[src/rtl/countdown_timer.sv]
// Hours:minutes:seconds down-counter with switch preset, hold, expiry pulse and timed buzzer.
// Registered outputs; one edge from switch/tick to count/state update, synchronous active-low reset.
module countdown_timer #(
  parameter int H_MAX     = 24,
  parameter int M_MAX     = 60,
  parameter int ALARM_LEN = 10
) (
  input  logic        clk,
  input  logic        rst,
  input  logic        tick,
  input  logic [17:0] SW,
  output logic [4:0]  hour,
  output logic [5:0]  minute,
  output logic [5:0]  second,
  output logic        running,
  output logic        done,
  output logic        buzz
);

  localparam logic [4:0] H_TOP = 5'(H_MAX - 1);
  localparam logic [5:0] M_TOP = 6'(M_MAX - 1);
  localparam int         AW    = $clog2(ALARM_LEN + 1);
  localparam logic [AW-1:0] A_LAST = AW'(ALARM_LEN - 1);

  typedef enum logic [1:0] {IDLE, RUN, HOLD, EXPIRED} state_t;

  state_t        state_q;
  logic [4:0]    hour_q;
  logic [5:0]    minute_q, second_q;
  logic          running_q, done_q, buzz_q;
  logic [AW-1:0] alarm_q;

  logic          hold, load, ack;
  logic [4:0]    load_hr_d;
  logic [5:0]    load_min_d;
  logic          load_zero_d;
  logic [4:0]    hour_d;
  logic [5:0]    minute_d, second_d;
  logic          last_sec_d;
  logic          unused_sw;

  assign hold      = SW[0];
  assign load      = SW[1];
  assign ack       = SW[13];
  assign unused_sw = ^SW[17:14];

  always_comb begin
    load_hr_d   = (SW[12:8] > H_TOP) ? H_TOP : SW[12:8];
    load_min_d  = (SW[7:2]  > M_TOP) ? M_TOP : SW[7:2];
    load_zero_d = (load_hr_d == 5'd0) && (load_min_d == 6'd0);
    last_sec_d  = (hour_q == 5'd0) && (minute_q == 6'd0) && (second_q == 6'd1);
  end

  // Borrow chain; only used in RUN where the count is known to be nonzero.
  always_comb begin
    hour_d   = hour_q;
    minute_d = minute_q;
    second_d = second_q - 6'd1;
    if (second_q == 6'd0) begin
      second_d = M_TOP;
      if (minute_q == 6'd0) begin
        minute_d = M_TOP;
        hour_d   = hour_q - 5'd1;
      end else begin
        minute_d = minute_q - 6'd1;
      end
    end
  end

  always_ff @(posedge clk) begin
    if (!rst) begin
      state_q   <= IDLE;
      hour_q    <= '0;
      minute_q  <= '0;
      second_q  <= '0;
      running_q <= 1'b0;
      done_q    <= 1'b0;
      buzz_q    <= 1'b0;
      alarm_q   <= '0;
    end else begin
      done_q <= 1'b0;
      if (load) begin
        hour_q   <= load_hr_d;
        minute_q <= load_min_d;
        second_q <= '0;
        buzz_q   <= 1'b0;
        alarm_q  <= '0;
        if (load_zero_d) begin
          state_q   <= IDLE;
          running_q <= 1'b0;
        end else if (hold) begin
          state_q   <= HOLD;
          running_q <= 1'b0;
        end else begin
          state_q   <= RUN;
          running_q <= 1'b1;
        end
      end else begin
        case (state_q)
          RUN: begin
            if (hold) begin
              state_q   <= HOLD;
              running_q <= 1'b0;
            end else if (tick) begin
              if (last_sec_d) begin
                second_q  <= '0;
                state_q   <= EXPIRED;
                running_q <= 1'b0;
                done_q    <= 1'b1;
                buzz_q    <= 1'b1;
                alarm_q   <= '0;
              end else begin
                hour_q   <= hour_d;
                minute_q <= minute_d;
                second_q <= second_d;
              end
            end
          end
          HOLD: begin
            if (!hold) begin
              state_q   <= RUN;
              running_q <= 1'b1;
            end
          end
          EXPIRED: begin
            if (ack) begin
              state_q <= IDLE;
              buzz_q  <= 1'b0;
              alarm_q <= '0;
            end else if (tick) begin
              if (alarm_q == A_LAST) begin
                state_q <= IDLE;
                buzz_q  <= 1'b0;
                alarm_q <= '0;
              end else begin
                alarm_q <= alarm_q + 1'b1;
              end
            end
          end
          default: ;
        endcase
      end
    end
  end

  assign hour    = hour_q;
  assign minute  = minute_q;
  assign second  = second_q;
  assign running = running_q;
  assign done    = done_q;
  assign buzz    = buzz_q;

endmodule

[config.mk]
export PLATFORM = sky130hd
export DESIGN_NAME = countdown_timer
export DESIGN_NICKNAME = d
export VERILOG_FILES = /design/src/rtl/countdown_timer.sv
export SDC_FILE = /design/constraint.sdc
export NUM_CORES = 1
export LEC_CHECK = 0
export CAP_MARGIN = 0
export CORE_MARGIN = 2
export CORE_UTILIZATION = 45
export CTS_BUF_LIST = sky130_fd_sc_hd__clkbuf_16
export DETAILED_ROUTE_END_ITERATION = 10
export GPL_TIMING_DRIVEN = 0
export PLACE_DENSITY = 0.86
export SLEW_MARGIN = 40
export SYNTH_ARGS = -nofsm -noshare
export SYNTH_HDL_FRONTEND = slang
export SYNTH_SLANG_ARGS = --single-unit
export TNS_END_PERCENT = 1
[constraint.sdc]
create_clock -name clk -period 2.3 [get_ports clk]
set_input_delay 0.23 -clock clk [delete_from_list [all_inputs] [get_ports clk]]
set_output_delay 0.23 -clock clk [all_outputs]
set_load 0.02 [all_outputs]
# Word-level counts from Yosys, hierarchy flattened
# Index checks and enable logic that the tools add are counted.
# word_totals
reg_bits	26
latchBits	0
mem_bits_rw	0
rom_bits	0
input_bits	21
output_inout_bits	20
memories	0
# op_classes
n_addsub	4
mul	0
n_div	0
n_lt_le_gt_ge	2
eq_ne	17
shift	0
mux	52
n_bitwise	4
reduce_logical	24
# op_table
operator	n
6-bit two-way mux	10
5-bit two-way mux	8
4-bit two-way mux	6
2-bit two-way mux	10
6-bit zero test	3
6-bit AND reduction	3
4-bit != test, second input constant	4
1-bit two-way mux	14
6-bit by 1-bit subtractor with 6-bit output, second input constant	2
5-bit zero test	2
5-bit AND reduction	2
2-bit nonzero test	5
3-bit != test, second input constant	3
2-bit != test, second input constant	4
4-bit case mux with 2 select lines	1
6-bit by 1-bit == test with 1-bit output, second input constant	1
6-bit greater-than comparator, second input constant	1
2-bit case mux with 3 select lines	1
5-bit greater-than comparator, second input constant	1
5-bit OR reduction	1
5-bit by 1-bit subtractor with 5-bit output, second input constant	1
4-bit by 1-bit adder with 4-bit output, second input constant	1
2-bit == test, second input constant	2
4-bit == test, second input constant	1
other kinds (10)	16

# Logic depth before layout (Yosys ltp)
# Gate-level depths: netlist of run 1.
# logic_depth
depth_word	8
ltp_mapped	8
mapped_depth_nobuf	7

# Least setup slack after synthesis of run 1
# Ideal clock, no wire load.
# synth_path
kind	reg2reg
from	register minute_q[0], in the netlist minute[0]
to	register hour_q[4], in the netlist hour[4]
arrival_ns	2.197
required_ns	2.220
setup_slack_ns	0.024
path_stages_with_launch	9
n_path_buf	1
synth_period_minus_slack_ns	2.276
path_cell_list	dfxtp_1 inv_1 ha_1 or3b_4 or3_1 buf_6 nor4_2 mux2_1 nor3b_1
# synth_via
elab_chain_len	5
# synth_lines
element	line_no	text
start: declaration	29	logic [5:0] minute_q, second_q;
start signal: assignment	84	minute_q <= load_min_d;
start signal: assignment	114	minute_q <= minute_d;
6-bit zero test *	51, 61	
1-bit logical AND (2 in series)	51	last_sec_d = (hour_q == 5'd0) && (minute_q == 6'd0) && (second_q == 6'd1);
2-bit != test (no line)	--	
6-bit AND reduction (no line) *	--	
end signal: assignment	83	hour_q <= load_hr_d;
end signal: assignment	113	hour_q <= hour_d;
end: declaration	28	logic [4:0] hour_q;
# Every way passes the cells marked *; elsewhere a longest branch is shown, timed or not.
# A chain may end at the register's enable or synchronous reset.

# Worst setup path in the final report of run 1
# layout_path
from	register minute_q[1], in the netlist minute[1]
to	register minute_q[2], in the netlist minute[2]
# layout_via
elab_chain_len	8
# layout_lines
element	line_no	text
6-bit by 1-bit subtractor with 6-bit output / 6-bit zero test (equally long branches)	65, 51, 61	
6-bit two-way mux	61	if (minute_q == 6'd0) begin
6-bit two-way mux	59	if (second_q == 6'd0) begin
6-bit two-way mux	105	if (last_sec_d) begin
6-bit two-way mux	104	end else if (tick) begin
6-bit two-way mux	101	if (hold) begin
6-bit two-way mux	99	case (state_q)
6-bit two-way mux	82	if (load) begin
# Several ways; a longest one is shown, not always the timed one. The select of a mux whose other input is x is not followed.

==> results.toml, run 1 <==
[global_routing]
grt_pass1_vias = 1749
antenna_found_initial = 0
grt_first_pass_wirelength_mm = 7.75
grt_overflow = 0
track_usage_pct = 21.6
grt_max_degree = 16

[critical_path]
crit_type = "reg -> reg"
max_stage_delay_ns = 0.38
worstSetupEndpointType = "flip-flop"
critical_path_required_ns = 2.46
critPathArrivalTime_ns = 2.34
critPathMaxFanout = 10
crit_chain = "inv_1 > ha_1 > or3b_4 > nor3_2 > a21oi_2 > o22a_1 > o221a_2"
cp-start-kind = "flip-flop"
crit_slowest_cell = "or3b_4"

[cts]
numCtsBuffers = 3
holdBufCountCts = 0
clk_pin_slew_worst_paths_ns = 0.07
htree_levels = 1
clk_latency_ns = 0.26
tritoncts = "built"
postCtsSetupBuffers = 0
clock_path_buffers = 2
cts_sinks = 26
cts-root-buf = "clkbuf_16"

[yosys]
netlist_area_um2 = 1820
yosysWarnings = 0
yosysSeqAreaShare_pct = 28.5
ys_ff_latch = 26
synth_ff_type = "dfxtp_1"
syn_nets = 256
synth_top_cell_by_area = "dfxtp_1"
synthTopCellsByArea = "dfxtp_1 (29%), ha_1 (8.2%), nand2_1 (6.0%)"
synth_top_cell_area_share_pct = 28.5
synth-edff-count = 0
ys_async_sr_fraction_pct = 0
synth_top_cells_by_count = "nand2_1 (29), dfxtp_1 (26), a21oi_1 (14), inv_1 (14)"
synth_cell_types = 56
syn_avg_cell_area_um2 = 8.18
synth_cells = 223
synth_most_common_cell = "nand2_1"

[place]
gp_congestion = 0.923
dp_slack_ns = -0.0416
buffer_ports.inserted = 34
hpwlAfterDp_mm = 3.42
post-place-cells = 307

[min_path]
hold_path_class = "in -> reg"

[route]
wl_mm = 4.62
via_count = 1842
drc = 0
drtIter0Drc = 138
postRouteAntennaNets = 0
vias_per_cell = 5.92
firstDrtPassIters = 4
wire_per_inst_um = 14.8

[floorplanning]
coreArea_um2 = 3940
die_w_um = 67.7
die_area_um2 = 4580
row_count = 23
initial_core_util_pct = 46.3
num_io_pins = 41
die_height_um = 67.7

[sta]
maxSlewViolCount = 0
fin_crit_ns = 2.19
period_share_pct = 95.0
rsz0062_at_grt = "no"
clock.fmax_mhz = 458
fin_skew_ns = 0.00239
setup_viol = 0
finalWorstSetupSlack_ns = 0.114
finalSetupTns_ns = 0
slew_headroom_pct = 58.7
tightest_slew_ns = 0.616
finalHoldViolations = 0

[power]
peakVddDrop_uv = 290
p_leak_nw = 0.845
p_per_area_nw_per_um2 = 586

[run_status]
status = "completed"

[finish]
diodes = 0
syn_to_final_growth_pct = 28.8
final_layout_size_suffix_gt1_share_pct = 8.81
fin_nets = 295
final_core_util_pct = 59.6
instances_no_fill = 311

[job]
max_cap_viol_count = 0
[per-layer routing]
metal	vias up	share of wire, %	routed length (um)	global-route usage (%)
met5	-	0	0	0
met4	0	0.87	40	6.12
met3	4	5.7	262	1.83
met2	67	50	2320	38.4
met1	872	43	1990	27.6
li1	899	-	-	-
[cell families (layout without fill, tap and decap cells)]
logic type | after synthesis | after routing | share of synthesized area, %
adder cells (fa/ha/maj) | 12 | 12 | 8.23
AND/OR/NAND/NOR | 97 | 97 | 32.1
flip-flops | 26 | 26 | 28.5
XOR/XNOR | 3 | 3 | 1.44
multiplexers | 6 | 6 | 3.36
AO/OA/AOI/OAI | 57 | 57 | 21.2
buffers and inverters | 22 | 60 | 5.14
[stage by stage]
step	hold slack, ns	area (um^2)	power, mW
final	0.416	2350	1.38
after global routing	0.447	2350	1.43
after CTS	0.414	2350	1.38
after detailed placement	0.470	2230	0.860
after global placement	0.474	2230	0.850
after floorplan	0.375	1820	0.740
[timing repair]
action / in CTS / in global routing
endpoints found under the hold margin: 0 / 0
resized for setup: 3 / 1
setup endpoints to repair: 1 / 1
pin swaps: 0 / 1
[registers in the layout, indices dropped and copies added (netlist names)]
register  flops
alarm_q       4
state_q       2
hour          5
buzz          1
done          1
minute        6
running       1
second        6
[final timing paths]
check                                             from                 endpoint  slack [ns]  cells past startpoint
worst max-delay path            minute[1]$_SDFFE_PN0P_   minute[2]$_SDFFE_PN0P_        0.11                      7
worst min-delay path                               rst  state_q[1]$_SDFFE_PN0P_        0.42                      3
worst max register to register  minute[1]$_SDFFE_PN0P_   minute[2]$_SDFFE_PN0P_        0.11                      7
worst min register to register       buzz$_SDFFE_PP0P_        buzz$_SDFFE_PP0P_        0.47                      2
[worst max-delay path, delay by kind of cell, from the launching register on]
family	cells	cell delay, ns
compound gates	3	0.78
simple gates	2	0.73
flops	1	0.33
fa+ha+maj	1	0.15
buf+inv	1	0.09
[final cells by class]
type / count / area (um^2)
clock buffers: 3 / 75.1
fillers: 339 / 1590
inverters: 14 / 52.6
flip-flops and latches: 26 / 520
plain buffers: 8 / 41.3
repair buffers: 34 / 340
multi-input cells: 175 / 1230
well taps: 50 / 62.6
clock inverters: 1 / 30.0
[power breakdown]
| group | internal (mW) | switching (mW) |
|---|---|---|
| Combinational | 0.163 | 0.189 |
| Clock | 0.347 | 0.169 |
| Sequential | 0.476 | 0.0339 |
[cell usage in the layout, fill, tap and decap left out, drive strengths merged, types with 3 or more instances in the layout]
cell type / n
clkbuf: 10
nand2b: 4
xnor2: 3
nor2b: 4
dfxtp: 26
ha: 12
o221a: 3
a31oi: 5
inv: 14
clkdlybuf4s50: 34
nor4: 7
o21a: 3
nand3b: 3
nor2: 12
nand3: 9
a21oi: 15
mux2i: 5
nor3: 12
or3: 3
nand2: 29
o21ai: 11
No activity file was read; power rests on OpenSTA's default activity.
==> run 2, diff against run 1 <==
HOLD_SLACK_MARGIN = 0.02   (was default)
PLACE_DENSITY = 0.84   (was 0.86)
SLEW_MARGIN = 20   (was 40)
clock period = 2.7 ns   (was 2.3 ns; I/O delays follow)
==> run 2 against run 1 <==
Power shrank 23%. Global-route usage shrank 0.63 points. Via count shrank 1.6%. Clock skew grew 0.0013 ns. Sequential cell count is the same. Critical path depth grew 1. Non-clock buffer count is the same. Setup slack gained 0.26 ns. Register-to-register slack gained 0.26 ns. Routed wire length shrank 3.9%. Largest power group is now registers.
==> results.toml, run 2 (synthesis results as in run 1) <==
[global_routing]
grt_pass1_vias = 1631
antenna_found_initial = 0
grt_first_pass_wirelength_mm = 7.40
track_usage_pct = 20.9
grt_overflow = 0
grt_max_degree = 15

[critical_path]
ff2ff_path_depth = 8
worstSetupEndpointType = "flip-flop"
crit_type = "reg -> reg"
cp-start-kind = "flip-flop"
rrSetupSlack_ns = 0.38
critPathArrivalTime_ns = 2.51
critPathMaxFanout = 6
rr_startpoint = "minute[0]$_SDFFE_PN0P_"
critical_path_required_ns = 2.88
reg2reg_to = "hour[4]$_SDFFE_PN0P_"

[place]
hpwlAfterDp_mm = 3.36
post-place-cells = 307
gp_congestion = 0.897
buffer_ports.inserted = 34

[cts]
tritoncts = "built"
cts_sinks = 26
numCtsBuffers = 3
clock_path_buffers = 2
postCtsSetupBuffers = 0
holdBufCountCts = 0
cts-root-buf = "clkbuf_16"
clk_latency_ns = 0.26
post_cts_resized = 0
clk_pin_slew_worst_paths_ns = 0.07
htree_levels = 1

[finish]
layout_commonest_cell = "clkdlybuf4s50_1"
syn_to_final_growth_pct = 26.4
fill_cells = 356
multiInputGateArea_um2 = 1210
instances_no_fill = 311
diodes = 0
fin_nets = 295
register_area_um2 = 520
final_cell_mix = "clkdlybuf4s50_1 (34), nand2_1 (29), dfxtp_1 (26)"
final_layout_size_suffix_gt1_share_pct = 7.28

[route]
via_count = 1813
wl_mm = 4.43
firstDrtPassIters = 4
drc = 0
drtIter0Drc = 115
wire_per_inst_um = 14.3
vias_per_cell = 5.83
postRouteAntennaNets = 0

[min_path]
hold_path_class = "in -> reg"
min-delay-start = "rst"
hold_end = "state_q[1]$_SDFFE_PN0P_"
whs_path_depth = 3

[power]
power_frac_comb_pct = 27.4
clkPwrFrac_pct = 31.7
p_per_area_nw_per_um2 = 460
p_sw_share_pct = 30.2
cell_internal_pwr_uw = 741
seqPwrFrac_pct = 40.9
total_power_mw = 1.06
peakVddDrop_uv = 277
p_switching_uw = 320
p_leak_nw = 0.828

[floorplanning]
row_count = 23
die_height_um = 67.7
die_area_um2 = 4580
num_io_pins = 41
initial_core_util_pct = 46.3
die_w_um = 67.7
coreArea_um2 = 3940

[sta]
period_share_pct = 86.1
tightest_slew_ns = 0.543
clock.fmax_mhz = 430
maxSlewViolCount = 0
fin_skew_ns = 0.00369
slew_headroom_pct = 63.6
finalSetupTns_ns = 0
setup_viol = 0
holdWs_ns = 0.458
rsz0062_at_grt = "no"
fin_crit_ns = 2.32
finalHoldViolations = 0

[job]
max_cap_viol_count = 0

[run_status]
status = "completed"
run 2: final cells by class:
cell class / count / area share, %
Tap cell: 50 / 2.71
Clock inverter: 1 / 0.163
Clock buffer: 3 / 3.26
Timing Repair Buffer: 34 / 14.8
Sequential cell: 26 / 22.6
Multi-Input combinational cell: 175 / 52.5
Inverter: 14 / 2.28
Buffer: 8 / 1.79
run 2: power by group through the flow:
stage               Clock [mW]  Combinational, mW  Sequential, mW
finish                   0.336              0.291           0.434
global route             0.352              0.320           0.437
CTS                      0.338              0.291           0.433
detailed placement           0              0.288           0.442
global placement             0              0.283           0.441
floorplan                    0              0.175           0.455
run 2: layer usage:
metal,share of wire (%),track usage [%],vias to the layer above
li1,-,-,898
met1,48,28.2,858
met2,47,35.7,53
met3,4.4,2.50,4
met4,0.90,4.59,0
met5,0,0,-
run 2: worst max-delay path: stages, from the launching register on:
cell     delay, ns
dfxtp_1       0.35
inv_1         0.12
ha_1          0.15
or3b_4        0.38
or3_1         0.33
buf_6         0.15
nor4_2        0.25
mux2_1        0.35
nor3b_1       0.18
run 2: how the worst max path moves through the flow:
stage | from | endpoint | slack (ns)
global route | minute[0]$_SDFFE_PN0P_ | hour[4]$_SDFFE_PN0P_ | 0.25
finish | minute[0]$_SDFFE_PN0P_ | hour[4]$_SDFFE_PN0P_ | 0.38
global placement | minute[0]$_SDFFE_PN0P_ | hour[4]$_SDFFE_PN0P_ | 0.42
detailed placement | minute[0]$_SDFFE_PN0P_ | hour[4]$_SDFFE_PN0P_ | 0.39
CTS | minute[0]$_SDFFE_PN0P_ | hour[4]$_SDFFE_PN0P_ | 0.39
floorplan | minute[0]$_SDFFE_PN0P_ | hour[4]$_SDFFE_PN0P_ | 0.42
run 2: through the flow:
| stage | cell area [um^2] | setup slack (ns) | util, % |
|---|---|---|---|
| 6_report | 2310 | 0.376 | 58.5 |
| 5_1_grt | 2310 | 0.247 | 58.5 |
| 4_1_cts | 2310 | 0.385 | 58.5 |
| 3_5_place_dp | 2230 | 0.394 | 56.5 |
| 3_3_place_gp | 2230 | 0.416 | 56.5 |
| 2_1_floorplan | 1820 | 0.424 | - |
==> run 3, diff against run 2 <==
HOLD_SLACK_MARGIN = 0.15   (was 0.02)
==> results of run 3 <==
Final layout, timing and power as in run 2 (identical DEF).
